$ cat src/rtl/xlr8_dm_dma.sv
`default_nettype none
// ============================================================================
// Module   : xlr8_dm_dma
// Purpose  : Byte-wide copy/fill DMA initiator on the single-port DM RAM bus.
// Revision : 1.0  initial release
// ============================================================================
module xlr8_dm_dma #(
    parameter int ADDR_W = 16
) (
    input  logic              cp2,
    input  logic              rst,
    input  logic              start,
    input  logic              mode,
    input  logic [ADDR_W-1:0] src_addr,
    input  logic [ADDR_W-1:0] dst_addr,
    input  logic [ADDR_W-1:0] len,
    input  logic [7:0]        fill_val,
    input  logic              abort,
    output logic              busy,
    output logic              done,
    output logic              mem_req,
    input  logic              mem_gnt,
    output logic              mem_ce,
    output logic [15:0]       mem_addr,
    output logic              mem_we,
    output logic [7:0]        mem_din,
    input  logic [7:0]        mem_dout
);

    localparam logic [1:0]        c_IDLE = 2'd0;
    localparam logic [1:0]        c_RD   = 2'd1;
    localparam logic [1:0]        c_WR   = 2'd2;
    localparam logic [ADDR_W-1:0] c_ZERO = '0;
    localparam logic [ADDR_W-1:0] c_ONE  = {{(ADDR_W-1){1'b0}}, 1'b1};

    logic [1:0]        r_state;
    logic [1:0]        w_state_nxt;
    logic              w_last;
    logic              r_mode;
    logic [ADDR_W-1:0] r_src_ptr;
    logic [ADDR_W-1:0] r_dst_ptr;
    logic [ADDR_W-1:0] r_rem;
    logic [7:0]        r_fill;
    logic [7:0]        r_data;
    logic              r_fresh;
    logic              r_done;
    logic [ADDR_W-1:0] w_addr;

    // Abort has priority over a grant for the state decision; the granted
    // access itself still happens at the RAM and is accounted for below.
    always_comb begin
        w_state_nxt = r_state;
        w_last      = 1'b0;
        case (r_state)
            c_IDLE: begin
                if (start && (len != c_ZERO))
                    w_state_nxt = mode ? c_WR : c_RD;
            end
            c_RD: begin
                if (abort)
                    w_state_nxt = c_IDLE;
                else if (mem_gnt)
                    w_state_nxt = c_WR;
            end
            c_WR: begin
                if (abort) begin
                    w_state_nxt = c_IDLE;
                end else if (mem_gnt) begin
                    if (r_rem == c_ONE) begin
                        w_state_nxt = c_IDLE;
                        w_last      = 1'b1;
                    end else begin
                        w_state_nxt = r_mode ? c_WR : c_RD;
                    end
                end
            end
            default: w_state_nxt = c_IDLE;
        endcase
    end

    always_ff @(posedge cp2) begin
        if (rst) begin
            r_state   <= c_IDLE;
            r_mode    <= 1'b0;
            r_src_ptr <= c_ZERO;
            r_dst_ptr <= c_ZERO;
            r_rem     <= c_ZERO;
            r_fill    <= 8'h00;
            r_data    <= 8'h00;
            r_fresh   <= 1'b0;
            r_done    <= 1'b0;
        end else begin
            r_state <= w_state_nxt;
            r_done  <= 1'b0;
            case (r_state)
                c_IDLE: begin
                    if (start) begin
                        r_mode    <= mode;
                        r_src_ptr <= src_addr;
                        r_dst_ptr <= dst_addr;
                        r_rem     <= len;
                        r_fill    <= fill_val;
                        r_fresh   <= 1'b0;
                        if (len == c_ZERO)
                            r_done <= 1'b1;
                    end
                end
                c_RD: begin
                    if (mem_gnt) begin
                        r_src_ptr <= r_src_ptr + c_ONE;
                        r_fresh   <= 1'b1;
                    end
                end
                c_WR: begin
                    // Capture the read byte on its only valid cycle so it
                    // survives a stalled write.
                    if (r_fresh) begin
                        r_data  <= mem_dout;
                        r_fresh <= 1'b0;
                    end
                    if (mem_gnt) begin
                        r_dst_ptr <= r_dst_ptr + c_ONE;
                        r_rem     <= r_rem - c_ONE;
                        if (w_last)
                            r_done <= 1'b1;
                    end
                end
                default: ;
            endcase
        end
    end

    assign busy    = (r_state != c_IDLE);
    assign done    = r_done;
    assign mem_req = (r_state == c_RD) || (r_state == c_WR);
    assign mem_ce  = mem_req;
    assign mem_we  = (r_state == c_WR);
    assign w_addr  = (r_state == c_RD) ? r_src_ptr :
                     (r_state == c_WR) ? r_dst_ptr : c_ZERO;

    always_comb begin
        mem_din = 8'h00;
        if (r_state == c_WR)
            mem_din = r_mode ? r_fill : (r_fresh ? mem_dout : r_data);
    end

    generate
        if (ADDR_W < 16) begin : g_addr_pad
            assign mem_addr = {{(16-ADDR_W){1'b0}}, w_addr};
        end else begin : g_addr_full
            assign mem_addr = w_addr[15:0];
        end
    endgenerate

endmodule
`default_nettype wire

$ cat config.mk
export PLATFORM = sky130hd
export DESIGN_NAME = xlr8_dm_dma
export DESIGN_NICKNAME = d
export VERILOG_FILES = /design/src/rtl/xlr8_dm_dma.sv
export SDC_FILE = /design/constraint.sdc
export NUM_CORES = 1
export LEC_CHECK = 0
export ABC_AREA = 1
export CAP_MARGIN = 10
export CORE_ASPECT_RATIO = 2
export CORE_MARGIN = 5
export CORE_UTILIZATION = 50
export CTS_CLUSTER_DIAMETER = 30
export CTS_CLUSTER_SIZE = 30
export DETAILED_ROUTE_END_ITERATION = 7
export HOLD_SLACK_MARGIN = 0.08
export PLACE_DENSITY = 0.79
export SYNTH_ARGS = -nofsm -noshare
export SYNTH_HDL_FRONTEND = slang
export SYNTH_SLANG_ARGS = --single-unit
$ cat constraint.sdc
create_clock -name cp2 -period 4.45 [get_ports cp2]
set_clock_uncertainty 0.1 [all_clocks]
set_input_delay 0.445 -clock cp2 [delete_from_list [all_inputs] [get_ports cp2]]
set_output_delay 0.445 -clock cp2 [all_outputs]
set_load 0.02 [all_outputs]
==> results of run 1 <==
[logic make-up (layout without fill, tap and decap cells)]
family | after synthesis | after routing | share of synthesized area
buffers and inverters | 128 | 209 | 0.121
xor gates and xnor gates | 3 | 3 | 0.00572
adders and majority gates | 8 | 8 | 0.0218
and+or+nand+nor | 329 | 329 | 0.305
AOI/OAI and AO/OA | 194 | 194 | 0.245
DFF | 69 | 69 | 0.301
[area by class of cell]
class                   instances  area share
clock buffers                  10      0.0410
clock inverters                 6      0.0107
inverters                      90      0.0588
multi-input cells             534       0.456
flip-flops and latches         69       0.237
well taps                     102      0.0219
repair buffers                103       0.175
[through the flow]
stage / area (µm²) / instances
after detailed placement: 5530 / 898
after CTS: 5830 / 914
after floorplan: 4590 / 731
after global routing: 5830 / 914
after global placement: 5530 / 898
final: 5830 / 914
[flip-flops by register name, summed over array words and instances, names as in the netlist, 2 cells and up]
name / count
r_data: 8
r_dst_ptr: 16
r_fill: 8
r_src_ptr: 16
r_rem: 16
r_state: 2
[power by group through the flow]
stage / sequential (mW) / combinational [mW] / clock [mW]
6_report: 0.838 / 0.963 / 0.727
5_1_grt: 0.852 / 1.08 / 0.757
4_1_cts: 0.834 / 0.955 / 0.734
3_5_place_dp: 0.846 / 0.948 / 0
3_3_place_gp: 0.841 / 0.933 / 0
2_1_floorplan: 0.813 / 0.725 / 0
[path summary, 6_finish.rpt]
| check | from | endpoint | slack, ps | cells after the start |
|---|---|---|---|---|
| max | r_state[1] | mem_addr[8] | 1010 | 8 |
| min reg2reg | r_fill[6] | r_fill[6] | 360 | 2 |
| max reg2reg | r_state[0] | r_rem[7] | 2020 | 9 |
| min | r_fill[6] | r_fill[6] | 360 | 2 |
[cell usage after synthesis, types with 2 or more instances]
cell	n	area, µm²
o21ai_2	3	26.3
nor4_1	2	12.5
nor2_2	6	37.5
nand2_4	2	22.5
nor2_1	88	330
nand2_2	2	12.5
buf_6	3	33.8
o211ai_1	2	15.0
nor2_4	2	22.5
clkbuf_1	18	67.6
o22ai_1	7	43.8
o21ai_1	9	45.0
a211oi_1	2	15.0
nand3_1	34	170
a221oi_1	2	17.5
buf_2	8	40.0
a31oi_1	10	62.6
nor3_1	13	65.1
buf_4	7	52.6
dfxtp_1	69	1380
ha_1	8	100
o21ai_0	68	340
inv_1	84	315
inv_4	2	12.5
inv_2	4	15.0
nand3b_1	2	15.0
nand2_1	164	616
nand4_1	11	68.8
a21oi_2	2	17.5
xor2_1	3	26.3
a22oi_1	8	60.1
a211oi_2	6	75.1
nor3_2	2	20.0
a21oi_1	69	345
[cells in the final DEF, fill, tap and decap left out, drive strengths merged, types with 5 or more instances in the layout]
cell type,synthesis,routed
nand2,168,168
clkdlybuf4s50,0,98
nor2,96,96
inv,90,90
o21ai,81,81
a21oi,71,71
dfxtp,69,69
nand3,35,35
nor3,15,15
nand4,11,11
a31oi,10,10
clkbuf,19,10
a22oi,8,8
ha,8,8
a211oi,8,8
o22ai,7,7
buf,19,5
[worst min-delay path, delay by kind of cell, from the launching register on]
| kind | cells | cell delay (ps) |
|---|---|---|
| buffers and inverters | 1 | 60 |
| AOI/OAI and AO/OA | 1 | 60 |
| DFF | 1 | 290 |
[per-layer routing]
layer	wire length, µm	up-vias	GRT usage
met5	0	-	0
met1	5190	2386	0.260
met4	458	0	0.120
met2	7710	212	0.456
met3	809	39	0.0465
li1	-	2562	-
==> summary.md, run 1 <==
| Metric | Value |
|---|---|
| Synthesized cell area | 0.00459 mm² |
| Final Net Count | 885 |
| Port buffer count | 98 |
| Initial Utilization | 0.510 |
| Std-Cell Rows | 49 |
| CP Launch Type | flop |
| PwrDens | 434 mW/mm² |
| Grt total ovfl | 0 |
| CTS root buffer | clkbuf_16 |
| Post-Route Utilization | 0.647 |
| Cells after Synth | 731 |
| RSZ-0062 raised after global routing | no |
| Diode count | 0 |
| Core area | 0.00901 mm² |
| Register area | 0.00138 mm² |
| Final min period | 3440 ps |
| CTS Hold Bufs | 0 |
| Most common cell type on the critical path | buf_4 |
| Status | finished clean |
| Switching power | 998 µW |
| Sw frac | 0.395 |
| Static Leak | 2.38 nW |
| Pre-CTS setup slack | 1380 ps |
| Initial DRT Pass Iterations | 5 |
| Post-synthesis sequential area ratio | 0.301 |
| DR WL/cell | 15.5 µm |
| Vias in the first global route | 5094 |
| Hold Crit Class | reg -> reg |
| Delay-heaviest family, CP | buffers and inverters |
| Slew headroom | 0.385 |
| Share of cells above drive strength 1 | 0.0690 |
| Number of fillers in the final layout | 825 |
| WP buf/inv | 5 |
| GRT Total Usage | 0.248 |
| Peak Freq | 291 MHz |
| DRT antenna net count | 0 |
| Largest net degree at the start of global routing | 44 |
| Clock power share | 0.287 |
| Routed vias | 5199 |
| DP Wirelength | 10.5 mm |
| Worst-path fanout max | 34 |
| Clock latency on the worst-skew pair | 340 ps |
| CTS Buf Count | 9 |
| Final WL | 14.2 mm |
| Fin. Hold Viols | 0 |
| Slew Limit Fails | 0 |
| CTS tree | yes |
| Fin worst setup slack | 1010 ps |
| WHS | 364 ps |
| Synth Warn # | 0 |
| Yosys reg bits | 69 |
| EDFF count, synth | 0 |
| Cell-internal power | 1.53 mW |
| Sink count of the clock tree | 69 |
| Die Wd | 77.8 µm |
| Endpoint class of the critical path | primary output |
| Final Setup Violations | 0 |
| Delay of the slowest cell on the worst path | 650 ps |
| CP required | 3900 ps |
| CP Cell Sequence | inv_1 -> ha_1 -> buf_4 -> inv_2 -> buf_4 -> nand2_1 -> o21ai_0 -> clkdlybuf4s50_1 |
| DRT iter0 DRCs | 455 |
| Final RePlAce weighted congestion | 0.908 |
| Slowest CP cell | clkdlybuf4s50_1 |
| Register share of total power | 0.331 |
| Max-cap violation count | 0 |
| H-Tree Depth | 3 |
| Total power | 2.53 mW |
| Reg clk slew, reported paths | 50 ps |
| Slew @ Worst Pin | 921 ps |
| Max VDD drop | 0.321 mV |
| # resized after CTS | 0 |
| Footprint of the multi-input gates | 0.00266 mm² |
| Type of the worst setup path | reg -> out |
| Average size of a mapped cell | 6.28 µm² |
| Max Buffers Root-to-Sink | 2 |
| Setup TNS | 0 ps |
| Die height | 146 µm |
| Cell variety after synth | 43 |
| Setup Fix Bufs, Post-CTS | 0 |
| Gate power share | 0.381 |
| Ys flop type | dfxtp_1 |
| First-pass GRT wire length | 23.3 mm |
| Syn Nets | 809 |
| Ports | 99 |
| Initial antenna violation count | 0 |
| Final Cycle Share | 0.772 |
| Die area | 0.0113 mm² |
| CP arrival | 2890 ps |
| Asr flop ratio synth | 0 |
| Vias/cell | 5.69 |
| Drt drc | 0 |
| Synth-to-layout area growth | 26.9% |
No activity file was read; power rests on OpenSTA's default activity.
==> inputs of run 2 (changes only) <==
==> constraint.sdc (replaced) <==
create_clock -name cp2 -period 3.5 [get_ports cp2]
set_clock_uncertainty 0.1 [all_clocks]
set_input_delay 0.35 -clock cp2 [delete_from_list [all_inputs] [get_ports cp2]]
set_output_delay 0.35 -clock cp2 [all_outputs]
set_load 0.02 [all_outputs]
==> summary.md, run 2 (synthesis results as in run 1) <==
| Metric | Value |
|---|---|
| Status | finished clean |
| Vias in the first global route | 5377 |
| Diode count | 0 |
| Drt drc | 0 |
| Ports | 99 |
| Delay of the slowest cell on the worst path | 660 ps |
| Largest net degree at the start of global routing | 44 |
| CTS Buf Count | 9 |
| Initial antenna violation count | 0 |
| Clock latency on the worst-skew pair | 330 ps |
| Core area | 0.00901 mm² |
| Initial DRT Pass Iterations | 5 |
| Final Net Count | 885 |
| Type of the worst setup path | reg -> out |
| Final Cycle Share | 0.900 |
| Port buffer count | 98 |
| DR WL/cell | 15.7 µm |
| Initial Utilization | 0.510 |
| Post-Route Utilization | 0.645 |
| Register area | 0.00138 mm² |
| Most common cell after layout, fill and taps aside | nand2_1 |
| Max-cap violation count | 0 |
| Synth-to-layout area growth | 26.6% |
| Fin worst setup slack | 350 ps |
| CTS tree | yes |
| DP Wirelength | 10.9 mm |
| Grt total ovfl | 0 |
| Hold Crit Class | reg -> reg |
| CP required | 3050 ps |
| Footprint of the multi-input gates | 0.00266 mm² |
| H-Tree Depth | 3 |
| Most frequent cells in the layout | 164 x nand2_1, 98 x clkdlybuf4s50_1, 88 x nor2_1 |
| Post-route cell area | 0.00582 mm² |
| Endpoint class of the critical path | primary output |
| DRT antenna net count | 0 |
| Final WL | 14.4 mm |
| Peak Freq | 318 MHz |
| CTS Hold Bufs | 0 |
| GRT Total Usage | 0.252 |
| Die height | 146 µm |
| Final min period | 3150 ps |
| Die Wd | 77.8 µm |
| First-pass GRT wire length | 23.5 mm |
| Slew headroom | 0.416 |
| PwrDens | 543 mW/mm² |
| Static Leak | 2.38 nW |
| Max VDD drop | 0.329 mV |
| Setup Fix Bufs, Post-CTS | 0 |
| CP Launch Type | flop |
| Reg clk slew, reported paths | 60 ps |
| Vias/cell | 5.77 |
| Setup TNS | 0 ps |
| Die area | 0.0113 mm² |
| Worst-path fanout max | 23 |
| Pre-CTS setup slack | 787 ps |
| Share of cells above drive strength 1 | 0.0690 |
| Top flop regs | r_dst_ptr: 16 flops, r_rem: 16 flops, r_src_ptr: 16 flops |
| WHS | 367 ps |
| DRT iter0 DRCs | 361 |
| RSZ-0062 raised after global routing | no |
| Sink count of the clock tree | 69 |
| Slew @ Worst Pin | 875 ps |
| Std-Cell Rows | 49 |
| Fin. Hold Viols | 0 |
| Routed vias | 5273 |
| CP arrival | 2700 ps |
| Placement Cell Area | 0.00553 mm² |
| Slew Limit Fails | 0 |
| Final RePlAce weighted congestion | 0.893 |
| CP Cell Sequence | inv_1 -> ha_2 -> inv_2 -> nor2_1 -> o21ai_0 -> a22oi_1 -> clkdlybuf4s50_1 |
| Slowest CP cell | clkdlybuf4s50_1 |
| Number of fillers in the final layout | 863 |
| CTS root buffer | clkbuf_16 |
| # resized after CTS | 0 |
| Final Setup Violations | 0 |
| Max Buffers Root-to-Sink | 2 |
## run 2: area by class of cell
| type | instances | share of cell area |
|---|---|---|
| clock inverters | 5 | 0.00602 |
| multi-input cells | 534 | 0.457 |
| flip-flops and latches | 69 | 0.238 |
| inverters | 90 | 0.0590 |
| well taps | 102 | 0.0219 |
| repair buffers | 103 | 0.175 |
| clock buffers | 11 | 0.0435 |
## run 2: metal layers
metal  vias to the layer above  global-route usage  share of wire
met5                         -                   0              0
met4                         0               0.210          0.073
met3                        87              0.0502          0.056
met2                       244               0.442           0.53
met1                      2376               0.244           0.34
li1                       2566                   -              -
## run 2: power by group
| group | internal, mW | switching (mW) |
|---|---|---|
| Combinational | 0.450 | 0.779 |
| Clock | 0.518 | 0.345 |
| Sequential | 0.928 | 0.140 |
| Total | 1.90 | 1.26 |
## run 2: worst paths after layout
check,from,to,slack (ps),cells after the start
max,r_state[0],mem_din[0],350,7
min,r_data[0],r_data[0],370,2
max reg2reg,r_state[0],r_rem[7],1100,9
min reg2reg,r_data[0],r_data[0],370,2
## run 2: critical path: cells and delay by family, from the launching register on
| kind | cells | cell delay [ps] |
|---|---|---|
| adders and majority gates | 1 | 520 |
| AOI/OAI and AO/OA | 2 | 380 |
| and+or+nand+nor | 1 | 130 |
| DFF | 1 | 330 |
| buffers and inverters | 3 | 1010 |
## run 2: stage by stage
| stage | power, mW | instances |
|---|---|---|
| after global placement | 2.26 | 898 |
| final | 3.16 | 914 |
| after CTS | 3.16 | 914 |
| after detailed placement | 2.30 | 898 |
| after global routing | 3.36 | 914 |
| after floorplan | 1.96 | 731 |
